$ cat config.mk
export PLATFORM = sky130hd
export DESIGN_NAME = tt_um_ex_diff
export DESIGN_NICKNAME = d
export VERILOG_FILES = /design/src/rtl/ex_pkg.sv /design/src/rtl/ex_serial_sub.sv /design/src/rtl/tt_um_ex_diff.sv
export SDC_FILE = /design/constraint.sdc
export NUM_CORES = 1
export LEC_CHECK = 0
export ABC_AREA = 1
export CAP_MARGIN = 20
export CORE_ASPECT_RATIO = 0.7
export CORE_UTILIZATION = 30
export CTS_BUF_LIST = sky130_fd_sc_hd__clkbuf_8 sky130_fd_sc_hd__clkbuf_16
export CTS_CLUSTER_DIAMETER = 60
export DETAILED_ROUTE_END_ITERATION = 16
export PLACE_DENSITY_LB_ADDON = 0.05
export RECOVER_POWER = 50
export SYNTH_ARGS = -nofsm -noshare
export SYNTH_HDL_FRONTEND = slang
export SYNTH_SLANG_ARGS = --single-unit
$ cat constraint.sdc
create_clock -name clk -period 1.6 [get_ports clk]
set_input_delay 0.16 -clock clk [delete_from_list [all_inputs] [get_ports clk]]
set_output_delay 0.16 -clock clk [all_outputs]
set_load 0.05 [all_outputs]
$ cat src/rtl/ex_pkg.sv
// +--------------------------------------------------------------------+
// | ex_pkg: shared constants and types for the bit-serial subtractor   |
// | Rev 1.0                                                            |
// +--------------------------------------------------------------------+
`default_nettype none

package ex_pkg;

  localparam int WIDTH = 8;

  typedef enum logic [1:0] {
    IDLE = 2'd0,
    RUN  = 2'd1,
    DONE = 2'd2
  } ex_state_t;

  localparam int LOAD_A_BIT = 0;
  localparam int LOAD_B_BIT = 1;
  localparam int START_BIT  = 2;
  localparam int BUSY_BIT   = 7;
  localparam int DONE_BIT   = 6;
  localparam int BORROW_BIT = 5;

  localparam logic [7:0] UIO_OE_MASK = 8'hE0;

endpackage

`default_nettype wire

$ cat src/rtl/ex_serial_sub.sv
// +--------------------------------------------------------------------+
// | ex_serial_sub: combinational 1-bit full subtractor                 |
// | Rev 1.0                                                            |
// +--------------------------------------------------------------------+
`default_nettype none

module ex_serial_sub (
  input  logic a_i,
  input  logic b_i,
  input  logic bin_i,
  output logic d_o,
  output logic bout_o
);

  assign d_o    = a_i ^ b_i ^ bin_i;
  assign bout_o = (~a_i & b_i) | (~(a_i ^ b_i) & bin_i);

endmodule

`default_nettype wire

$ cat src/rtl/tt_um_ex_diff.sv
// +--------------------------------------------------------------------+
// | tt_um_ex_diff: Tiny Tapeout tile computing A - B bit-serially      |
// | Rev 1.0                                                            |
// +--------------------------------------------------------------------+
`default_nettype none

module tt_um_ex_diff
  import ex_pkg::*;
(
  input  logic       clk,
  input  logic       rst_n,
  input  logic       ena,
  input  logic [7:0] ui_in,
  input  logic [7:0] uio_in,
  output logic [7:0] uo_out,
  output logic [7:0] uio_out,
  output logic [7:0] uio_oe
);

  ex_state_t        state_q, state_d;
  logic [WIDTH-1:0] a_q, a_d, b_q, b_d;
  logic [WIDTH-1:0] sa_q, sa_d, sb_q, sb_d;
  logic [WIDTH-1:0] res_q, res_d, out_q, out_d;
  logic [2:0]       cnt_q, cnt_d;
  logic             bw_q, bw_d, borrow_q, borrow_d, done_q, done_d;
  logic             w_d, w_bout;

  logic w_load_a, w_load_b, w_start;
  assign w_load_a = uio_in[LOAD_A_BIT];
  assign w_load_b = uio_in[LOAD_B_BIT];
  assign w_start  = uio_in[START_BIT];

  logic unused_inputs;
  assign unused_inputs = &{1'b0, ena, uio_in[7:3]};

  ex_serial_sub u_sub (
    .a_i    (sa_q[0]),
    .b_i    (sb_q[0]),
    .bin_i  (bw_q),
    .d_o    (w_d),
    .bout_o (w_bout)
  );

  always_comb begin
    state_d  = state_q;
    a_d      = a_q;
    b_d      = b_q;
    sa_d     = sa_q;
    sb_d     = sb_q;
    res_d    = res_q;
    out_d    = out_q;
    cnt_d    = cnt_q;
    bw_d     = bw_q;
    borrow_d = borrow_q;
    done_d   = done_q;
    case (state_q)
      IDLE, DONE: begin
        // Start wins over any load strobed in the same cycle.
        if (w_start) begin
          state_d = RUN;
          sa_d    = a_q;
          sb_d    = b_q;
          cnt_d   = 3'd0;
          bw_d    = 1'b0;
          done_d  = 1'b0;
        end else begin
          if (w_load_a) a_d = ui_in;
          if (w_load_b) b_d = ui_in;
        end
      end
      RUN: begin
        sa_d  = sa_q >> 1;
        sb_d  = sb_q >> 1;
        res_d = {w_d, res_q[WIDTH-1:1]};
        bw_d  = w_bout;
        cnt_d = cnt_q + 3'd1;
        if (cnt_q == 3'(WIDTH - 1)) begin
          state_d  = DONE;
          out_d    = {w_d, res_q[WIDTH-1:1]};
          borrow_d = w_bout;
          done_d   = 1'b1;
        end
      end
      default: state_d = IDLE;
    endcase
  end

  always_ff @(posedge clk) begin
    if (!rst_n) begin
      state_q  <= IDLE;
      a_q      <= '0;
      b_q      <= '0;
      sa_q     <= '0;
      sb_q     <= '0;
      res_q    <= '0;
      out_q    <= '0;
      cnt_q    <= '0;
      bw_q     <= 1'b0;
      borrow_q <= 1'b0;
      done_q   <= 1'b0;
    end else begin
      state_q  <= state_d;
      a_q      <= a_d;
      b_q      <= b_d;
      sa_q     <= sa_d;
      sb_q     <= sb_d;
      res_q    <= res_d;
      out_q    <= out_d;
      cnt_q    <= cnt_d;
      bw_q     <= bw_d;
      borrow_q <= borrow_d;
      done_q   <= done_d;
    end
  end

  always_comb begin
    uio_out             = '0;
    uio_out[BUSY_BIT]   = (state_q == RUN);
    uio_out[DONE_BIT]   = done_q;
    uio_out[BORROW_BIT] = borrow_q;
  end

  assign uo_out = out_q;
  assign uio_oe = UIO_OE_MASK;

endmodule

`default_nettype wire

==> results of run 1 <==
flip-flops by register name, summed over array words and instances, names as in the netlist:
name      cells
a_q           8
b_q           8
borrow_q      1
bw_q          1
cnt_q         3
done_q        1
res_q         7
sa_q          8
sb_q          8
state_q       2
uo_out        8
cell usage after synthesis (all sizes together):
| cell type | n | area share, % |
|---|---|---|
| nand2 | 76 | 12 |
| nor2 | 63 | 9.9 |
| a21oi | 21 | 4.3 |
| buf | 27 | 7.6 |
| ha | 2 | 1.0 |
| o21ai | 33 | 6.7 |
| dfxtp | 55 | 45 |
| conb | 2 | 0.30 |
| fa | 1 | 0.81 |
| clkbuf | 4 | 0.61 |
| nand3 | 19 | 3.9 |
| inv | 54 | 8.2 |
through the flow:
step	util (%)	std cells
floorplan	-	368
global placement	34.8	473
detailed placement	34.8	473
CTS	37.0	481
global route	36.2	481
finish	36.2	481
final cells by class:
type / instances / area (µm²)
Clock buffer: 6 / 139
Clock inverter: 2 / 35.0
Tap cell: 101 / 126
Multi-Input combinational cell: 228 / 1000
Timing Repair Buffer: 35 / 253
Sequential cell: 55 / 1100
Fill cell: 885 / 5050
Inverter: 54 / 203
kinds of logic after synthesis:
group	after synthesis
fa+ha+maj	3
simple gates	158
flops	55
compound gates	54
buf+inv	85
other cells	2
worst reg2reg max path, cell delays in order (launching register included):
cell and delay (ns):
dfxtp_1 0.39, inv_1 0.07, nand2_2 0.21, buf_4 0.26, nand2_1 0.09, nand2_1 0.11
a21oi_1 0.08
power groups by stage:
stage | clock network, mW | logic (mW) | registers (mW)
after floorplan | 0 | 0.401 | 1.52
after global placement | 0 | 0.513 | 1.53
after detailed placement | 0 | 0.511 | 1.53
after CTS | 1.30 | 0.514 | 1.50
after global routing | 1.36 | 0.571 | 1.51
final | 1.25 | 0.494 | 1.50
per-layer routing:
layer  GRT usage, %  wire (µm)
met1           19.4       2820
met2           19.4       2110
met3           3.03        188
met4           2.76         37
met5              0          0
worst max path at each step:
stage	start	endpoint	cells after the start
6_report	state_q[0]$_SDFFE_PN0P_	uio_out[7]	3
5_1_grt	state_q[0]$_SDFFE_PN0P_	sb_q[3]$_SDFFE_PN0P_	6
4_1_cts	state_q[1]$_SDFFE_PN0P_	sa_q[3]$_SDFFE_PN0P_	6
3_5_place_dp	uio_in[2]	a_q[6]$_SDFFE_PN0P_	6
3_3_place_gp	uio_in[2]	a_q[4]$_SDFFE_PN0P_	6
2_1_floorplan	cnt_q[0]$_SDFFE_PN0P_	uo_out[1]$_SDFFE_PN0P_	6
==> impl_metrics.csv, run 1 <==
group,metric,value,unit
run_status,status,"completed",
cells_and_area,final_common_cell,"nand2_1",
timing,period_needed,1.33,ns
floorplanning,fp.dieW,110,µm
clock_tree,cts_tree,"built",
synth,syn_avg_cell_area,6.91,µm²
synth,synth_adder_area_share,1.83,%
pwr,swShare,25.9,%
placed_design,gp_congestion,0.668,
clock_tree,cts_setup_buffers,0,
setup_path,critical-path-top-delay-family,"buffers and inverters",
setup_path,worstSetupPathType,"reg2out",
setup_path,cp_max_fo,3,
grt,antenna_found_initial,0,
synth,synth-simple-area-share,25.9,%
timing,skew,0.00502,ns
timing,max_freq,0.750,GHz
pwr,power,3.24,mW
setup_path,cp.arrival,1.17,ns
grt,grt_max_degree,47,
floorplanning,io_pins,43,
timing,setup_ws,0.267,ns
timing,slew_violations,0,
clock_tree,cts_resized,0,
pwr,peakVddDrop,751,µV
setup_path,r2r-end,"sa_q[3]$_SDFFE_PN0P_",
synth,synth.cell_area,0.00247,mm²
floorplanning,core-area,0.00791,mm²
synth,ys_ff_latch,55,
clock_tree,clk_pin_slew_worst_paths,0.07,ns
routing,drc,0,
pwr,power_frac_seq,46.2,%
floorplanning,die_area,0.00860,mm²
clock_tree,clock_sinks,55,
cells_and_area,synthToLayoutAreaGrowth,15.8,%
clock_tree,clock_path_buffers,2,
synth,synth_compound_area_share,11.0,%
placed_design,placedInstanceArea,0.00275,mm²
cells_and_area,final_cell_mix,"73 x nand2_1, 62 x nor2_1, 55 x dfxtp_1",
setup_path,max_stage_delay,0.37,ns
synth,synth_xor_area_share,0,%
clock_tree,clk_latency,0.28,ns
setup_path,cp_slowest_cell,"dfxtp_1",
cells_and_area,layout.nets,401,
setup_path,worstPathCellList,"inv_1, nor2_4, clkbuf_2",
timing,rsz0062_at_grt,"no",
worst_hold_path,hold_class,"reg2reg",
pwr,p_int,2.40,mW
pwr,comb_power_share,15.3,%
clock_tree,htreeDepth,2,
clock_tree,clockRootBuffer,"clkbuf_16",
pwr,pwr-share-clk,38.6,%
placed_design,hpwl,3550,µm
routing,drt-wirelength-per-cell,10.7,µm
cells_and_area,drive_gt1_share,6.05,%
setup_path,cp-end-kind,"primary output",
setup_path,path_buf_inv,2,
timing,setup_violations,0,
timing,relSlewSlack,60.5,%
grt,overflow,0,
pwr,switchingPower,0.840,mW
setup_path,cp.required,1.44,ns
setup_path,worstReg2RegStart,"state_q[1]$_SDFFE_PN0P_",
synth,synth_cell_types,18,
worst_hold_path,min_delay_worst_endpoint,"cnt_q[0]$_SDFFE_PN0P_",
timing,tns,0,ns
cells_and_area,final_cell_area,0.00286,mm²
setup_path,reg2regPathDepth,6,
timing,period_share,83.3,%
synth,postSynthCellCount,357,
floorplanning,dieHeight,77.9,µm
routing,wl,5150,µm
pwr,powerDensity,1130,mW/mm²
routing,drt-initial-drc-count,77,
synth,synth.mux.area_fraction,0,%
routing,drtPass1Iterations,4,
clock_tree,cts_buffers,5,
routing,vias,2008,
worst_hold_path,min_from,"cnt_q[0]$_SDFFE_PN0P_",
grt,gr-usage-all-layers,13.2,%
grt,grt_pass1_wl,8690,µm
pwr,leakage,1.33,nW
flow_run,cap_violations,0,
cells_and_area,antenna_cells,0,
timing,holdWs,0.468,ns
routing,viasPerCell,4.17,
synth,ys.warnings.count,0,
worst_hold_path,min_path_cells,1,
placed_design,numPortBuffers,23,
floorplanning,initial_utilization,31.2,%
setup_path,start_kind,"flop",
routing,drtAntennaViolNets,0,
synth,synth_top_family_by_area,"simple AND/OR/NAND/NOR gates",
grt,first_global_vias,1808,
clock_tree,ctsHoldBuffers,0,
setup_path,rrSetupSlack,0.28,ns
placed_design,place_ws,0.0592,ns
timing,hold_viol,0,
synth,yosysSeqAreaShare,44.6,%
floorplanning,rows,27,
timing,tightest_slew,0.595,ns
Note: power is estimated with default switching activity, not from simulation.
==> run 2: changes to the inputs <==
==> constraint.sdc (replaced) <==
create_clock -name clk -period 1.11 [get_ports clk]
set_input_delay 0.111 -clock clk [delete_from_list [all_inputs] [get_ports clk]]
set_output_delay 0.111 -clock clk [all_outputs]
set_load 0.05 [all_outputs]
==> run 2 against run 1 <==
The flow now finishes with violations (setup timing). Count of clock-buffer cells in the layout fell by 1. Design area rose by 7.1%. Via count increased by 3.9%. Sequential share of layout area shrank 2.3 points. Sequential power grew 44%. Highest routed layer unchanged.
==> impl_metrics.csv, run 2 (same netlist as run 1, synthesis figures left out) <==
group,metric,value,unit
run_status,status,"finished, violations left",
run_status,violations,"setup timing",
setup_path,cp-end-kind,"primary output",
grt,first_global_vias,1937,
cells_and_area,multi_input_area,0.00108,mm²
routing,drtPass1Iterations,4,
clock_tree,htreeDepth,2,
routing,viasPerCell,4.28,
timing,setup_ws,-0.0818,ns
floorplanning,dieHeight,77.9,µm
cells_and_area,drive_gt1_share,16.1,%
grt,grt_pass1_wl,9360,µm
timing,setup_violations,25,
setup_path,cp_max_fo,2,
setup_path,cp.required,1.00,ns
cells_and_area,final_common_cell,"nand2_1",
timing,period_needed,1.19,ns
cells_and_area,layout.nets,407,
cells_and_area,synthToLayoutAreaGrowth,24.1,%
clock_tree,clockRootBuffer,"clkbuf_16",
flow_run,cap_violations,0,
setup_path,start_kind,"flop",
timing,rsz0062_at_grt,"yes",
floorplanning,die_area,0.00860,mm²
cells_and_area,final_cell_mix,"68 x nand2_1, 61 x nor2_1, 50 x inv_1",
clock_tree,clock_sinks,55,
floorplanning,io_pins,43,
worst_hold_path,hold_class,"reg2reg",
setup_path,cp.arrival,1.08,ns
clock_tree,clk_pin_slew_worst_paths,0.07,ns
grt,overflow,0,
pwr,peakVddDrop,581,µV
timing,skew,0.00512,ns
timing,holdWs,0.472,ns
clock_tree,cts_buffers,5,
routing,drtAntennaViolNets,0,
floorplanning,core-area,0.00791,mm²
timing,period_share,107,%
placed_design,gp_congestion,0.730,
clock_tree,clk_latency,0.28,ns
routing,drt-wirelength-per-cell,11.5,µm
timing,slew_violations,0,
cells_and_area,seq_area,0.00111,mm²
cells_and_area,fillers,852,
placed_design,numPortBuffers,23,
setup_path,worstSetupPathType,"reg2out",
routing,wl,5620,µm
floorplanning,initial_utilization,31.2,%
routing,drt-initial-drc-count,41,
timing,tns,-0.451,ns
grt,antenna_found_initial,0,
cells_and_area,antenna_cells,0,
grt,grt_max_degree,36,
pwr,leakage,1.43,nW
clock_tree,ctsHoldBuffers,0,
routing,vias,2086,
timing,hold_viol,0,
grt,gr-usage-all-layers,14.0,%
clock_tree,cts_tree,"built",
setup_path,startpoint,"state_q[0]$_SDFFE_PN0P_",
floorplanning,fp.dieW,110,µm
timing,max_freq,0.839,GHz
clock_tree,clock_path_buffers,2,
floorplanning,rows,27,
setup_path,worstReg2RegStart,"sb_q[0]$_SDFFE_PN0P_",
pwr,powerDensity,1470,mW/mm²
placed_design,hpwl,3760,µm
routing,drc,0,
worst_hold_path,min_from,"done_q$_SDFFE_PN0P_",
==> run 2: path summary, 6_finish.rpt <==
kind	endpoint	slack (ns)	cells past startpoint
worst max-delay path	uio_out[7]	-0.08	5
worst min register to register	done_q$_SDFFE_PN0P_	0.47	2
worst max register to register	uo_out[7]$_SDFFE_PN0P_	-0.07	4
worst min-delay path	done_q$_SDFFE_PN0P_	0.47	2
==> run 2: cell type report <==
class	count	area share, %
Clock buffer	5	4.09
Timing Repair Buffer	40	13.1
Tap cell	101	4.13
Clock inverter	3	0.409
Multi-Input combinational cell	229	35.2
Inverter	54	6.87
Sequential cell	55	36.2
==> run 2: repair_timing <==
action / CTS / global route
endpoints found under the setup margin: 41 / 56
pin swaps: 4 / 4
cloned: 1 / 1
resized for setup: 18 / 21
setup buffers: 2 / 0
==> run 2: metrics by stage <==
step | util, % | instances | total power, mW | area (µm²) | setup slack [ns]
floorplan | - | 368 | 2.77 | 2520 | 0.00217
global placement | 37.2 | 475 | 2.99 | 2940 | -0.314
detailed placement | 37.2 | 475 | 2.98 | 2940 | -0.361
CTS | 39.8 | 486 | 4.52 | 3150 | -0.117
global route | 38.7 | 487 | 4.77 | 3060 | -0.131
finish | 38.7 | 487 | 4.51 | 3060 | -0.0818
==> run 2: critical path, cell delays in order, from the launching register on <==
cell and delay, ns:
dfxtp_2 0.33, buf_6 0.10, inv_4 0.04, nor2_4 0.09, buf_8 0.11, buf_12 0.12
==> run 2: where the power goes <==
group	leakage, nW	internal, mW	total (mW)	switching, mW
Sequential	0.453	2.10	2.16	0.0566
Clock	0.0762	0.818	1.49	0.673
Combinational	0.899	0.330	0.854	0.524
==> run 2: metal layers <==
layer	vias up	global-route usage [%]	wire length, µm
met5	-	0	0
met4	0	3.16	24
met3	2	2.94	166
met2	28	20.0	2220
met1	941	21.1	3200
li1	1115	-	-
==> run 3: changes to the inputs <==
--- a/config.mk
+++ b/config.mk
@@ -14,6 +14,7 @@
 export DETAILED_ROUTE_END_ITERATION = 16
 export PLACE_DENSITY_LB_ADDON = 0.05
 export RECOVER_POWER = 50
+export SETUP_SLACK_MARGIN = 0.02
 export SYNTH_ARGS = -nofsm -noshare
 export SYNTH_HDL_FRONTEND = slang
 export SYNTH_SLANG_ARGS = --single-unit
==> run 3 against run 2 <==
The flow still finishes with violations (setup timing). Global-route usage rose by 0.72 points. Count of clock-buffer cells in the layout rose by 1. Core utilization rose by 0.95 points. Non-clock buffer count fell by 1. Worst setup slack got worse by 0.015 ns. Largest power group unchanged. Worst hold slack got worse by 0.19 ns.
==> impl_metrics.csv, run 3 (same netlist as run 1, synthesis figures left out) <==
group,metric,value,unit
run_status,status,"finished, violations left",
run_status,violations,"setup timing",
setup_path,cp.arrival,1.10,ns
setup_path,worstReg2RegStart,"sb_q[0]$_SDFFE_PN0P_",
placed_design,place_ws,-0.404,ns
setup_path,path_buf_inv,3,
setup_path,rrSetupSlack,-0.06,ns
floorplanning,die_area,0.00860,mm²
placed_design,hpwl,3790,µm
setup_path,worstSetupPathType,"reg2out",
setup_path,critical-path-top-delay-family,"flip-flops",
setup_path,start_kind,"flop",
setup_path,r2r-end,"uo_out[7]$_SDFFE_PN0P_",
routing,drtAntennaViolNets,0,
setup_path,worstPathCellList,"inv_4, nor2_4, buf_8, buf_12",
setup_path,cp_slowest_cell,"dfxtp_4",
worst_hold_path,hold_class,"in2reg",
routing,wl,5730,µm
routing,drt-initial-drc-count,108,
placed_design,numPortBuffers,23,
worst_hold_path,min_path_cells,4,
setup_path,cp.required,1.00,ns
setup_path,cp.depth,4,
grt,antenna_found_initial,0,
grt,first_global_vias,1908,
cells_and_area,final_cells,487,
cells_and_area,layout.nets,407,
clock_tree,cts_tree,"built",
placed_design,gp_congestion,0.726,
cells_and_area,synthToLayoutAreaGrowth,27.1,%
routing,drt-wirelength-per-cell,11.8,µm
timing,hold_viol,0,
grt,grt_pass1_wl,9540,µm
clock_tree,clockRootBuffer,"clkbuf_16",
cells_and_area,drive_gt1_share,17.6,%
pwr,leakage,1.44,nW
floorplanning,rows,27,
cells_and_area,fillers,834,
floorplanning,core-area,0.00791,mm²
grt,overflow,0,
timing,slew_violations,0,
clock_tree,cts_buffers,5,
placed_design,place_inst,474,
setup_path,max_stage_delay,0.39,ns
clock_tree,clk_pin_slew_worst_paths,0.07,ns
clock_tree,htreeDepth,2,
timing,skew,0.00838,ns
pwr,peakVddDrop,527,µV
setup_path,cp-end-kind,"primary output",
clock_tree,clock_path_buffers,2,
flow_run,cap_violations,0,
clock_tree,clk_latency,0.30,ns
worst_hold_path,min_from,"uio_in[2]",
placed_design,placedInstanceArea,0.00294,mm²
timing,period_needed,1.21,ns
floorplanning,initial_utilization,31.2,%
worst_hold_path,min_delay_worst_endpoint,"state_q[1]$_SDFFE_PN0P_",
timing,setup_ws,-0.0972,ns
cells_and_area,final_cell_area,0.00314,mm²
timing,period_share,109,%
routing,drtPass1Iterations,4,
cells_and_area,final_common_cell,"nand2_1",
timing,tns,-0.260,ns
cells_and_area,seq_area,0.00111,mm²
floorplanning,io_pins,43,
routing,drc,0,
cells_and_area,antenna_cells,0,
routing,viasPerCell,4.24,
routing,vias,2065,
cells_and_area,final_cell_mix,"69 x nand2_1, 59 x nor2_1, 50 x dfxtp_1",
grt,grt_max_degree,51,
timing,setup_violations,8,
clock_tree,clock_sinks,55,
setup_path,cp_max_fo,3,
cells_and_area,multi_input_area,0.00114,mm²
timing,rsz0062_at_grt,"yes",
floorplanning,dieHeight,77.9,µm
timing,max_freq,0.828,GHz
floorplanning,fp.dieW,110,µm
pwr,powerDensity,1490,mW/mm²
setup_path,reg2regPathDepth,4,
grt,gr-usage-all-layers,14.7,%
clock_tree,ctsHoldBuffers,0,
## run 3: changes by cell type in the layout (fill, tap and decap cells not counted), moves of 2 or more
| cell | previous run | this run |
|---|---|---|
| o21ai_2 | 2 | 5 |
| dfxtp_2 | 6 | 4 |
| buf_8 | 1 | 3 |
| o21ai_1 | 14 | 7 |
| nor2_1 | 61 | 59 |
| o21ai_0 | 17 | 21 |
| nand2_2 | 4 | 2 |
## run 3: worst max path at each step
stage | startpoint | endpoint | slack (ns)
6_report | state_q[0]$_SDFFE_PN0P_ | uio_out[7] | -0.1
5_1_grt | state_q[0]$_SDFFE_PN0P_ | uio_out[7] | -0.14
4_1_cts | sb_q[0]$_SDFFE_PN0P_ | uo_out[7]$_SDFFE_PN0P_ | -0.08
3_5_place_dp | uio_in[2] | b_q[6]$_SDFFE_PN0P_ | -0.40
3_3_place_gp | uio_in[2] | b_q[6]$_SDFFE_PN0P_ | -0.39
2_1_floorplan | sb_q[0]$_SDFFE_PN0P_ | res_q[7]$_SDFFE_PN0N_ | 0.03
## run 3: where the power goes
part           switching (mW)  internal, mW  total [mW]
Sequential             0.0673          2.10        2.17
Clock                   0.736         0.896        1.63
Combinational           0.526         0.334       0.859
Total                    1.33          3.33        4.66
## run 3: area by class of cell
type | instances | share of cell area, %
Multi-Input combinational cell | 230 | 36.3
Sequential cell | 55 | 35.4
Timing Repair Buffer | 39 | 12.8
Inverter | 54 | 6.70
Clock buffer | 6 | 4.43
Tap cell | 101 | 4.03
Clock inverter | 2 | 0.399
## run 3: worst reg2reg max path, cell delays in order (launching register included)
cell	delay [ns]
dfxtp_2	0.32
inv_2	0.04
fa_2	0.59
o21ai_1	0.08
nor2_1	0.08
## run 3: timing repair
item / CTS / global route
setup endpoints to repair: 39 / 47
setup buffers: 2 / 0
cloned: 0 / 3
resized for setup: 13 / 32
pin swaps: 1 / 4
## run 3: metal layers
metal,vias up,wire (µm),part of all wire [%],global-route usage [%]
met2,30,2160,38,19.5
met3,8,173,3.0,4.03
li1,1114,-,-,-
met1,913,3310,58,22.0
met5,-,0,0,0
met4,0,85,1.5,5.53
## run 3: metrics by stage
stage                     hold WS (ns)  power (mW)  utilization (%)
after detailed placement         0.467        2.98             37.2
after floorplan                  0.278        2.78                -
after global routing             0.285        4.96             39.7
final                            0.283        4.66             39.7
after CTS                        0.479        4.66             39.6
after global placement           0.470        2.98             37.2
